`src/rtl/ram_burst_ctrl.sv`:
```
// Burst initiator for a 100-word synchronous RAM: range-checks a host command,
// then issues one write (stream-fed) or read (stream-returned) access per cycle.
module ram_burst_ctrl #(
    parameter int DEPTH = 100,
    parameter int AW    = 7,
    parameter int DW    = 32
) (
    input  logic          clk,
    input  logic          rst_n,
    input  logic          start,
    input  logic          op,
    input  logic [AW-1:0] base_addr,
    input  logic [AW-1:0] len,
    input  logic [DW-1:0] wr_data,
    input  logic          wr_valid,
    output logic          wr_ready,
    output logic [DW-1:0] rd_data,
    output logic          rd_valid,
    output logic          busy,
    output logic          done,
    output logic          err,
    output logic [AW-1:0] mem_addr,
    output logic          mem_rw,
    output logic [DW-1:0] mem_din,
    input  logic [DW-1:0] mem_dout
);

    typedef enum logic [2:0] {
        S_IDLE,
        S_WRITE,
        S_READ,
        S_DRAIN,
        S_DONE
    } state_t;

    localparam logic [AW:0] DEPTH_W = (AW+1)'(DEPTH);

    state_t        state_q, state_d;
    logic [AW-1:0] ptr_q, ptr_d;
    logic [AW-1:0] cnt_q, cnt_d;
    logic          err_q, err_d;
    logic          rd_pend_q, rd_pend_d;
    logic [DW-1:0] rd_data_q, rd_data_d;
    logic [AW:0]   end_addr;

    // One bit wider than the address so base+len cannot wrap.
    assign end_addr = {1'b0, base_addr} + {1'b0, len};

    always_ff @(posedge clk) begin
        if (!rst_n) begin
            state_q   <= S_IDLE;
            ptr_q     <= '0;
            cnt_q     <= '0;
            err_q     <= 1'b0;
            rd_pend_q <= 1'b0;
            rd_data_q <= '0;
        end else begin
            state_q   <= state_d;
            ptr_q     <= ptr_d;
            cnt_q     <= cnt_d;
            err_q     <= err_d;
            rd_pend_q <= rd_pend_d;
            rd_data_q <= rd_data_d;
        end
    end

    always_comb begin
        state_d   = state_q;
        ptr_d     = ptr_q;
        cnt_d     = cnt_q;
        err_d     = err_q;
        rd_pend_d = 1'b0;
        rd_data_d = rd_pend_q ? mem_dout : rd_data_q;
        case (state_q)
            S_IDLE: begin
                if (start) begin
                    err_d = 1'b0;
                    ptr_d = base_addr;
                    cnt_d = len;
                    if (len == '0) begin
                        state_d = S_DONE;
                    end else if (end_addr > DEPTH_W) begin
                        err_d   = 1'b1;
                        state_d = S_DONE;
                    end else begin
                        state_d = op ? S_WRITE : S_READ;
                    end
                end
            end
            S_WRITE: begin
                if (wr_valid) begin
                    ptr_d = ptr_q + AW'(1);
                    cnt_d = cnt_q - AW'(1);
                    if (cnt_q == AW'(1)) begin
                        state_d = S_DONE;
                    end
                end
            end
            S_READ: begin
                ptr_d     = ptr_q + AW'(1);
                cnt_d     = cnt_q - AW'(1);
                rd_pend_d = 1'b1;
                if (cnt_q == AW'(1)) begin
                    state_d = S_DRAIN;
                end
            end
            S_DRAIN: state_d = S_DONE;
            S_DONE:  state_d = S_IDLE;
            default: state_d = S_IDLE;
        endcase
    end

    always_comb begin
        wr_ready = 1'b0;
        mem_rw   = 1'b0;
        mem_addr = '0;
        mem_din  = '0;
        busy     = (state_q != S_IDLE);
        done     = (state_q == S_DONE);
        err      = err_q;
        rd_valid = rd_pend_q;
        // The RAM output is already registered; pass it straight through on the
        // valid cycle and keep the last captured word otherwise.
        rd_data  = rd_pend_q ? mem_dout : rd_data_q;
        case (state_q)
            S_WRITE: begin
                wr_ready = 1'b1;
                if (wr_valid) begin
                    mem_rw   = 1'b1;
                    mem_addr = ptr_q;
                    mem_din  = wr_data;
                end
            end
            S_READ:  mem_addr = ptr_q;
            default: ;
        endcase
    end

endmodule

```
`config.mk`:
```
export PLATFORM = sky130hd
export DESIGN_NAME = ram_burst_ctrl
export DESIGN_NICKNAME = d
export VERILOG_FILES = /design/src/rtl/ram_burst_ctrl.sv
export SDC_FILE = /design/constraint.sdc
export NUM_CORES = 1
export LEC_CHECK = 0
export CAP_MARGIN = 20
export CELL_PAD_IN_SITES_DETAIL_PLACEMENT = 0
export CELL_PAD_IN_SITES_GLOBAL_PLACEMENT = 1
export CORE_MARGIN = 2
export CORE_UTILIZATION = 27
export DETAILED_ROUTE_END_ITERATION = 8
export PLACE_DENSITY_LB_ADDON = 0.1
export SLEW_MARGIN = 20
export SYNTH_ARGS = -nofsm -noshare
export SYNTH_HDL_FRONTEND = slang
export SYNTH_SLANG_ARGS = --single-unit
```
`constraint.sdc`:
```
create_clock -name clk -period 2.65 [get_ports clk]
set_input_delay 0.3975 -clock clk [delete_from_list [all_inputs] [get_ports clk]]
set_output_delay 0.3975 -clock clk [all_outputs]
set_load 0.05 [all_outputs]
```
==> results_dict.tcl, run 1 <==
set metrics [dict create \
    run_status "complete, no violations" \
    ant_nets 0 \
    cts_tree "built" \
    setup_slack_ns 0.235 \
    die_h_um 108 \
    setup_violations 0 \
    tns_ns 0 \
    highest_layer "met4" \
    drv_slew 0 \
    p_int_mw 1.58 \
    critPathMaxFanout 4 \
    postCtsHoldBufs 0 \
    seqPwrFrac 0.356 \
    num_io_pins 160 \
    p_clk_frac 0.236 \
    dp_hpwl_um 7190 \
    synth_top_area_cell "dfxtp_1" \
    cts-root-buf "clkbuf_8" \
    synth_nets 435 \
    grt_usage 0.152 \
    port_buffers 159 \
    cts_max_level 2 \
    final.min_clock_period_ns 2.41 \
    leakagePower_nw 2.33 \
    postCtsSetupRepairBufs 0 \
    grt_pass1_wl_um 14200 \
    yosys.cell_types.count 45 \
    cts_buffer_depth 2 \
    holdWs_ns 0.492 \
    netlist_area_sq_um 2930 \
    ys.warnings.count 0 \
    hold_path_class "flip-flop to flip-flop" \
    area_growth_pct 87.0 \
    relSlewSlack 0.549 \
    finClkSkew_ns 0.00901 \
    wl_met1_um 4190 \
    synth_edf_count 0 \
    power_switching_uw 866 \
    post_drt_wl_per_cell_um 14.8 \
    min_period_over_period 0.911 \
    vdd_drop_max_mv 0.281 \
    final_cell_mix "clkdlybuf4s50_1, buf_12, dfxtp_1" \
    max_slew.worst_pin.slew_ns 0.677 \
    clk_latency_ns 0.31 \
    cp.required_ns 2.86 \
    viasPerCell 4.75 \
    worstSetupEndpointType "flip-flop" \
    rows 38 \
    synth_area_per_cell_sq_um 8.60 \
    num_vias 3019 \
    first_pass_iters 4 \
    grt_overflow 0 \
    met3WireLength_um 503 \
    antenna_found_initial 0 \
    maxCapViolCount 0 \
    critical_path_class "input pin to flip-flop" \
    path_clk_slew_ns 0.11 \
    yosysSeqAreaShare 0.348 \
    crit_arrival_ns 2.63 \
    place.gp.congestion 0.771 \
    hold_violations 0 \
    start_kind "input pin" \
    rsz0062_at_grt "false" \
    cts_resized 0 \
    totalWireLength_um 9380 \
    nNetsFinal 589 \
    place_ws_ns -0.108 \
    dieArea_sq_um 11700 \
    grt_max_degree 35 \
    layout_commonest_cell "clkdlybuf4s50_1" \
    dr.first_iter.drc_count 107 \
    drc 0 \
    numCtsBuffers 5 \
    synthCells 341 \
    cts_sinks 51 \
    initial_core_util 0.274 \
    synth_top_cell_area_share 0.348 \
    p_sw_frac 0.354 \
    combPwrFrac 0.408 \
    synthFlopType "dfxtp_1" \
    grt_pass1_vias 2760 \
    antenna_cells 0 \
    max_freq_mhz 414 \
    p_per_area_nw_per_um2 445 \
    core_region_area_sq_um 10700 \
    ys_async_sr_fraction 0 \
    drive_gt1_frac 0.252 \
    synth-seq-cells 51 \
    met2WireLength_um 4590 \
    fp.dieW_um 108 \
    synth_area_leaders "dfxtp_1, mux2_2, and2_1" \
]
==> per-layer routing <==
metal	vias to the layer above	GRT usage
met5	-	0
met4	0	0.0385
met3	9	0.0241
met2	88	0.254
met1	1411	0.206
li1	1511	-
==> synth_stat cells (all sizes together) (3+ instances only) <==
library cell  number
mux2              32
o22ai              6
nor3b              5
nand2b             5
nand3              9
dfxtp             51
nand2             12
o21ai             12
a21oi             28
a2bb2oi            3
nor2b              3
ha                10
and3              34
buf                9
inv               13
and2              42
nor3               9
nor2              16
a21o               5
clkbuf            13
==> sequential cells by signal (all words and copies together) (netlist names) <==
signal / count
rd_valid: 1
rd_data_q: 32
err: 1
ptr_q: 7
state_q: 3
cnt_q: 7
==> through the flow <==
step / utilization / instances / instance area (sq um) / total power [mW]
after floorplan: - / 341 / 2930 / 1.44
after global placement: 0.502 / 628 / 5370 / 1.88
after detailed placement: 0.502 / 628 / 5370 / 1.89
after CTS: 0.513 / 636 / 5490 / 2.47
after global routing: 0.513 / 636 / 5490 / 2.58
final: 0.513 / 636 / 5490 / 2.44
==> power groups by stage <==
| stage | sequential [mW] | clock (mW) | combinational [mW] |
|---|---|---|---|
| 2_1_floorplan | 0.883 | 0 | 0.558 |
| 3_3_place_gp | 0.887 | 0 | 0.991 |
| 5_1_grt | 0.881 | 0.626 | 1.07 |
| 4_1_cts | 0.871 | 0.594 | 1.00 |
| 3_5_place_dp | 0.888 | 0 | 1.00 |
| 6_report | 0.870 | 0.576 | 0.997 |
==> worst paths after layout <==
check / from / end / slack (ns) / depth (start not counted)
setup / recovery: base_addr[0] / state_q[2] / 0.24 / 10
setup reg to reg: state_q[0] / cnt_q[4] / 0.81 / 6
hold reg to reg: cnt_q[5] / cnt_q[5] / 0.49 / 2
hold / removal: cnt_q[5] / cnt_q[5] / 0.49 / 2
==> worst max-delay path, cell delays in order <==
cell,delay (ns)
clkdlybuf4s50_1,0.49
ha_1,0.16
inv_1,0.05
fa_1,0.40
nand2b_1,0.20
a21oi_1,0.17
xor2_1,0.10
o2111ai_1,0.22
nand3_2,0.14
o31a_1,0.29
==> layout make-up <==
| type | count | area (sq um) |
|---|---|---|
| multi-input cells | 255 | 1770 |
| clock buffers | 5 | 68.8 |
| fillers | 1003 | 5210 |
| well taps | 140 | 175 |
| clock inverters | 3 | 46.3 |
| inverters | 13 | 48.8 |
| flip-flops and latches | 51 | 1020 |
| repair buffers | 169 | 2360 |
==> cells by family (layout without fill, tap and decap cells) <==
group,count (synthesis),after routing,synth area share
AND/OR/NAND/NOR,140,140,0.273
flip-flops,51,51,0.348
XOR/XNOR,2,2,0.00597
adder cells (fa/ha/maj),11,11,0.0495
multiplexers,32,32,0.123
buffers and inverters,35,190,0.0486
AO/OA/AOI/OAI,70,70,0.152
Power figures use the tool's default switching activity.
==> run 2, diff against run 1 <==
--- a/config.mk
+++ b/config.mk
@@ -11,6 +11,7 @@
 export CORE_MARGIN = 2
 export CORE_UTILIZATION = 27
 export DETAILED_ROUTE_END_ITERATION = 8
+export HOLD_SLACK_MARGIN = 0.06
 export PLACE_DENSITY_LB_ADDON = 0.1
 export SLEW_MARGIN = 20
 export SYNTH_ARGS = -nofsm -noshare
==> results of run 2 <==
Final layout, timing and power as in run 1 (identical DEF).
